## config.mk

```make
export PLATFORM = sky130hd
export DESIGN_NAME = aibcr3_bypmux_ctl_flat
export DESIGN_NICKNAME = d
export VERILOG_FILES = /design/src/rtl/aibcr3_bypmux_ctl_if.sv /design/src/rtl/aibcr3_bypmux_ctl.sv /design/src/flat_wrapper.sv
export SDC_FILE = /design/constraint.sdc
export NUM_CORES = 1
export LEC_CHECK = 0
export CORE_MARGIN = 2
export CORE_UTILIZATION = 54
export CTS_BUF_LIST = sky130_fd_sc_hd__clkbuf_8 sky130_fd_sc_hd__clkbuf_16
export CTS_CLUSTER_SIZE = 12
export DETAILED_ROUTE_END_ITERATION = 8
export DONT_BUFFER_PORTS = 1
export GPL_TIMING_DRIVEN = 1
export PLACE_DENSITY = 0.72
export SLEW_MARGIN = 20
export SYNTH_ARGS = -nofsm -noshare
export SYNTH_HDL_FRONTEND = slang
export SYNTH_SLANG_ARGS = --single-unit
```

## constraint.sdc

```tcl
create_clock -name clk -period 1.5 [get_ports clk]
set_input_delay 0.075 -clock clk [delete_from_list [all_inputs] [get_ports clk]]
set_output_delay 0.075 -clock clk [all_outputs]
set_load 0.05 [all_outputs]
```

## src/rtl/aibcr3_bypmux_ctl_if.sv

```systemverilog
// aibcr3_bypmux_ctl_if: config-side request and mux-side select/gate bundle for the bypass mux sequencer.
interface aibcr3_bypmux_ctl_if #(parameter int DLY_W = 4);
    logic             ctl_en;
    logic             byp_req;
    logic [DLY_W-1:0] settle_cnt;
    logic             byp;
    logic             gate_en;
    logic             busy;
    logic             done;
    modport master (output ctl_en, byp_req, settle_cnt, input byp, gate_en, busy, done);
    modport slave  (input ctl_en, byp_req, settle_cnt, output byp, gate_en, busy, done);
endinterface

```

## src/rtl/aibcr3_bypmux_ctl.sv

```systemverilog
// aibcr3_bypmux_ctl: gates the bypass mux, settles, flips the select, settles again, then ungates.
// Define AIBCR3_BYPMUX_CTL_SYNC_EN to pass byp_req through a 2-flop synchroniser.
module aibcr3_bypmux_ctl #(
    parameter int DLY_W = 4
) (
    input logic clk,
    input logic rst_n,
    aibcr3_bypmux_ctl_if.slave bus
);
    typedef enum logic [1:0] {IDLE, GATE, SWITCH} state_t;
    state_t           state;
    logic [DLY_W-1:0] cnt;
    logic [DLY_W-1:0] shadow;
    logic             req_s;
`ifdef AIBCR3_BYPMUX_CTL_SYNC_EN
    logic [1:0] sync;
    always_ff @(posedge clk or negedge rst_n)
        if (!rst_n) sync <= '0;
        else        sync <= {sync[0], bus.byp_req};
    assign req_s = sync[1];
`else
    assign req_s = bus.byp_req;
`endif
    assign bus.busy = state != IDLE;
    // settle value is latched at GATE entry so both phases use the same count
    always_ff @(posedge clk or negedge rst_n) begin
        if (!rst_n) begin
            state       <= IDLE;
            cnt         <= '0;
            shadow      <= '0;
            bus.byp     <= 1'b0;
            bus.gate_en <= 1'b0;
            bus.done    <= 1'b0;
        end else begin
            bus.done <= 1'b0;
            case (state)
                IDLE: if (bus.ctl_en && req_s != bus.byp) begin
                    state       <= GATE;
                    bus.gate_en <= 1'b1;
                    cnt         <= bus.settle_cnt;
                    shadow      <= bus.settle_cnt;
                end
                GATE: if (cnt != '0) cnt <= cnt - 1'b1;
                else begin
                    state   <= SWITCH;
                    bus.byp <= ~bus.byp;
                    cnt     <= shadow;
                end
                SWITCH: if (cnt != '0) cnt <= cnt - 1'b1;
                else begin
                    state       <= IDLE;
                    bus.gate_en <= 1'b0;
                    bus.done    <= 1'b1;
                end
                default: state <= IDLE;
            endcase
        end
    end
endmodule

```

## src/flat_wrapper.sv

```systemverilog
// flat-port wrapper written by rule: the top's interface ports become plain ports
module aibcr3_bypmux_ctl_flat 
#(
    parameter int DLY_W = 4
)
  (clk, rst_n, bus_ctl_en, bus_byp_req, bus_settle_cnt, bus_byp, bus_gate_en, bus_busy, bus_done);
  aibcr3_bypmux_ctl_if #(.DLY_W(DLY_W)) bus_i ();
  input logic clk;
  input logic rst_n;
  input wire logic [$bits(bus_i.ctl_en)-1:0] bus_ctl_en;
  input wire logic [$bits(bus_i.byp_req)-1:0] bus_byp_req;
  input wire logic [$bits(bus_i.settle_cnt)-1:0] bus_settle_cnt;
  output wire logic [$bits(bus_i.byp)-1:0] bus_byp;
  output wire logic [$bits(bus_i.gate_en)-1:0] bus_gate_en;
  output wire logic [$bits(bus_i.busy)-1:0] bus_busy;
  output wire logic [$bits(bus_i.done)-1:0] bus_done;
  assign bus_i.ctl_en = bus_ctl_en;
  assign bus_i.byp_req = bus_byp_req;
  assign bus_i.settle_cnt = bus_settle_cnt;
  assign bus_byp = bus_i.byp;
  assign bus_gate_en = bus_i.gate_en;
  assign bus_busy = bus_i.busy;
  assign bus_done = bus_i.done;
  aibcr3_bypmux_ctl #(.DLY_W(DLY_W)) u_core (.clk(clk), .rst_n(rst_n), .bus(bus_i));
endmodule
```

* Yosys cells after proc, flatten, opt, wreduce, memory -nomap -nowiden
Cells that the tools add are included.
** Storage, ports and cells
- Flip-flop bits (word level) :: 13
- Bits of input ports :: 8
- Logic and storage cells :: 40
** Operators by class
- $add $sub $neg :: 1
- Equality and inequality tests :: 7
- Muxes and demuxes :: 13
- Bitwise gates (word level) :: 2
- Reductions and logical operators :: 11
** Operators with widths (count)
- $mux W4 :: 3
- $pmux W4 S3 :: 1
- $reduce_and A3 Y1 :: 3
- $mux W2 :: 3
- $pmux W2 S3 :: 1
- $mux W1 :: 4
- $ne A2 B1 Y1 const B :: 2
- $ne A2 B2 Y1 const B :: 2
- $reduce_and A2 Y1 :: 2
- $reduce_bool A2 Y1 :: 2
- $reduce_bool A4 Y1 :: 1
- $sub A4 B1 Y4 const B :: 1
- $reduce_bool A3 Y1 :: 1
- $eq A2 B1 Y1 const B :: 1
- $eq A2 B2 Y1 const B :: 1
- $logic_not A2 Y1 :: 1
- $not A1 Y1 :: 2
- $pmux W1 S2 :: 1
- $logic_and A1 B1 Y1 :: 1
- $ne A1 B1 Y1 :: 1

* Depth between registers and ports, before layout
- Depth in word-level cells :: 4
- Depth in mapped cells :: 7
- Mapped depth without buffers :: 7

* Least setup slack after synthesis
OpenSTA, ideal clock, no wires.
- Path type :: flip-flop to flip-flop
- Start :: reg u_core.state[0]
- End :: reg u_core.cnt[2]
- Setup time :: 121 ps
- Arrival :: 1604 ps
- Data required time :: 1379 ps
- Slack :: -225 ps
- Stages on the path, launching flop included :: 7
- Path buffers :: 0
- Period minus slack after synthesis :: 1725 ps
- Path through :: dfrtp_1 inv_1 ha_1 inv_1 a21oi_4 or2_2 a22o_1
** Between the ends
- Cells in the longest elaborated chain, start to end :: 3
- Elaborated cells on any way between the ends :: 8
- Those cells by class :: eq/ne (4); mux (1); reduce/logical (3)
** RTL lines
- from (decl) :: RTL line aibcr3_bypmux_ctl.sv:11 : state_t state;
- from (signal assigned) :: RTL line aibcr3_bypmux_ctl.sv:28 : state <= IDLE;
- from (signal assigned) :: RTL line aibcr3_bypmux_ctl.sv:38 : state <= GATE;
- from (signal assigned) :: RTL line aibcr3_bypmux_ctl.sv:45 : state <= SWITCH;
- $eq A2 B2 Y1 (tied with other cells) :: RTL line aibcr3_bypmux_ctl.sv:36 : case (state)
- $ne A2 B1 Y1 (no line) / $reduce_bool A3 Y1 (equally long branches)
- $reduce_and A3 Y1 (no line)
- to (signal assigned) :: RTL line aibcr3_bypmux_ctl.sv:40 : cnt <= bus.settle_cnt;
- to (signal assigned) :: RTL line aibcr3_bypmux_ctl.sv:43 : GATE: if (cnt != '0) cnt <= cnt - 1'b1;
- to (signal assigned) :: RTL line aibcr3_bypmux_ctl.sv:47 : cnt <= shadow;
- to (decl) :: RTL line aibcr3_bypmux_ctl.sv:12 : logic [DLY_W-1:0] cnt;
Several ways; a longest one is shown, not always the timed one.
A chain may end at the register's enable or synchronous reset.

* Final worst setup path
- Start :: reg u_core.cnt[1]
- End :: reg u_core.cnt[2]
** Between the ends
- Cells in the longest elaborated chain, start to end :: 3
- Elaborated cells on any way between the ends :: 7
- Those cells by class :: add/sub (1); eq/ne (1); mux (3); reduce/logical (2)
** RTL lines
- $sub A4 B1 Y4 / $reduce_bool A4 Y1 (equally long branches) :: RTL line aibcr3_bypmux_ctl.sv:43, aibcr3_bypmux_ctl.sv:49
- $mux W4 (tied with other cells) :: RTL line aibcr3_bypmux_ctl.sv:49 : SWITCH: if (cnt != '0) cnt <= cnt - 1'b1;
- $pmux W4 S3 / $reduce_and A3 Y1 (equally long branches)
Several ways; a longest one is shown, not always the timed one. The select of a mux whose other input is x is not followed.

==> flow_summary.yaml <==
critical_path:
  r2r_start: "u_core.cnt[1]"
  cp_num_cells: 7
  cp_top_family: "simple AND/OR/NAND/NOR gates"
  setup.worst_path.end_class: "flip-flop"
  reg2reg_to: "u_core.cnt[2]"
  cp_slowest_stage_delay_ns: 0.42
  crit_required_ns: 1.63
  startpoint_type: "flip-flop"
  crit_buf_inv: 1
  cp.arrival_ns: 1.74
  cp_cell_sequence: "inv_2 > ha_4 > or3b_4 > nor2_4 > nor3_4 > o21a_1 > a22o_1"
  slowest_stage: "or3b_4"
  r2r_slack_ns: -0.11
  r2r_cells: 7
  cp_max_fo: 6
  critPathKind: "flip-flop to flip-flop"
sta:
  hold_violations: 0
  finalSetupTns_ns: -0.302
  fmax_mhz: 620
  rsz0062_at_grt: "yes"
  fin_crit_ns: 1.61
  clock_skew_ns: 0.00472
  timing.hold.ws_ns: 0.0158
  final.setup.worst_slack_ns: -0.112
  fin_crit_sh: 1.07
  slew_violations: 0
  finalSetupViolCount: 6
  worst_pin_slew_ns: 0.572
  slew_headroom: 0.617
hold_path:
  min_path_cells: 2
  min_path_type: "primary input to flip-flop"
  hold_end: "u_core.cnt[1]"
  min_from: "bus_settle_cnt[1]"
clock_network:
  clockBufferDepth: 2
  tritoncts: "yes"
  numCtsBuffers: 3
  clock-sinks: 13
  cts_root_buf: "clkbuf_8"
  clk_pin_slew_ns: 0.05
  clk_latency_ns: 0.25
  cts_htree_levels: 1
global_route:
  antenna_found_initial: 0
  first_global_vias: 725
  grt_first_pass_wirelength_mm: 3.30
  track_usage: 0.247
  grt_max_degree: 14
  overflow: 0
place:
  finalWeightedCongestion: 0.872
  port_buffers: 0
  placed_cell_area_sq_um: 963
  place_hpwl_mm: 1.36
cells_and_area:
  drive_gt1_frac: 0.364
  fin_util: 0.760
  fin_area_sq_um: 1120
  diodes: 0
  area_growth_pct: 35.7
  finalNetCount: 123
  num-fill-cells: 97
logic_synthesis:
  synth_cell_type_count: 30
  synth-seq-cells: 13
  ys_async_sr_fraction: 1.00
  ys.flop_type: "dfrtp_1"
  yosysSeqAreaShare: 0.395
  syn_area_per_cell_sq_um: 10.1
  syn_area_sq_um: 825
  yosysWarningCount: 0
  syn_inst: 82
  synth_edf_count: 0
  syn_nets: 97
routing:
  via_per_inst: 5.91
  drcViolationCount: 0
  first_pass_iters: 4
  drt-initial-drc-count: 22
  wl_per_cell_um: 15.5
  via_count: 727
  routed_wirelength_mm: 1.91
  ant_nets: 0
status:
  violations: "setup timing"
  status: "finished with violations"
pwr:
  seqPwrFrac: 0.240
  swShare: 0.444
  worst_ir_drop_vdd_v: 0.00149
  power.switching_mw: 1.25
  p_total_mw: 2.81
  p_per_area_nw_per_um2: 2510
  leakagePower_nw: 0.508
  p_comb_frac: 0.651
  p_int_mw: 1.56
  p_clk_frac: 0.110
floorplanning:
  boundaryPins: 12
  fp.dieH_um: 43.1
  dieArea_sq_um: 1860
  initial_core_util: 0.560
  rows: 14
  coreArea_sq_um: 1470
  die_width_um: 43.1
run:
  maxCapViolCount: 0
logic make-up (layout without fill, tap and decap cells):
group / Yosys count / count (layout) / synth area share
XOR/XNOR: 3 / 3 / 0.0410
adder cells (fa/ha/maj): 7 / 7 / 0.106
AO/OA/AOI/OAI: 23 / 23 / 0.196
AND/OR/NAND/NOR: 22 / 22 / 0.146
flip-flops: 13 / 13 / 0.395
buffers and inverters: 8 / 33 / 0.0364
multiplexers: 6 / 6 / 0.0804
cell usage in the layout, fill, tap and decap left out, drive strengths merged, types with 2 or more instances in the layout:
cell type	synthesis	layout
buf	0	17
dfrtp	13	13
nand2	7	7
inv	7	7
nor2	7	7
o21ai	7	7
ha	7	7
mux2	5	5
dlygate4sd3	0	5
a21oi	5	5
nand3	3	3
clkbuf	1	3
a22o	2	2
a21o	2	2
o211ai	2	2
xnor2	2	2
nor3	2	2
metal layers:
| metal | vias up | GRT usage | wire [um] |
|---|---|---|---|
| met4 | 0 | 0.115 | 51 |
| met3 | 9 | 0.0766 | 95 |
| met2 | 23 | 0.367 | 888 |
| met1 | 354 | 0.329 | 871 |
| li1 | 341 | - | - |
| met5 | - | 0 | 0 |
how the worst max path moves through the flow:
stage	from	end	slack [ns]
global route	u_core.cnt[1]	u_core.cnt[2]	-0.20
finish	u_core.cnt[1]	u_core.cnt[2]	-0.11
detailed placement	u_core.cnt[0]	u_core.cnt[0]	-0.15
floorplan	u_core.state[1]	u_core.cnt[2]	-0.1
global placement	u_core.cnt[0]	u_core.cnt[2]	-0.08
CTS	u_core.cnt[1]	u_core.cnt[2]	-0.12
synth_stat cells, types with 2 or more instances:
library cell,number,area (sq um)
inv_1,6,22.5
nand3_1,3,15.0
o21ai_0,3,15.0
xnor2_1,2,17.5
dfrtp_1,13,325
nor2_1,6,22.5
o211ai_1,2,15.0
a22o_1,2,17.5
a21oi_1,4,20.0
nand2_1,7,26.3
mux2_1,5,56.3
a21o_1,2,15.0
o21ai_1,4,20.0
ha_1,7,87.6
per-stage QoR:
step | cells | worst slack [ns]
3_3_place_gp | 111 | -0.0845
3_5_place_dp | 111 | -0.150
6_report | 123 | -0.112
4_1_cts | 121 | -0.118
2_1_floorplan | 82 | -0.0969
5_1_grt | 123 | -0.196
power groups by stage:
stage	Combinational (mW)	Clock, mW	Sequential [mW]
floorplan	1.05	0	0.751
finish	1.83	0.309	0.674
global placement	1.60	0	0.648
CTS	1.76	0.307	0.660
global route	1.99	0.332	0.694
detailed placement	1.64	0	0.659
worst register-to-register path: stages, from the launching register on:
cell and delay [ns]:
dfrtp_1 0.39, inv_2 0.09, ha_4 0.14, or3b_4 0.42, nor2_4 0.13, nor3_4 0.06
o21a_1 0.10, a22o_1 0.17
sequential cells by signal, summed over array words and instances (netlist names):
name                count
u_core.state            2
u_core.bus.done         1
u_core.bus.byp          1
u_core.bus.gate_en      1
u_core.cnt              4
u_core.shadow           4
layout make-up:
class	count	area, sq um	area share
sequential	13	327	0.292
clock buffer	3	41.3	0.0369
timing repair buffer	22	178	0.159
clock inverter	1	3.75	0.00336
inverter	7	30.0	0.0268
multi-input combinational	61	519	0.464
tap	16	20.0	0.0179
timing repair:
item / in CTS / in global routing
hold buffers: 5 / 0
pin swaps: 5 / 2
hold endpoints to repair: 17 / 0
endpoints found under the setup margin: 7 / 11
setup buffers: 1 / 2
gates resized for setup: 6 / 3
Note: power is estimated with default switching activity, not from simulation.
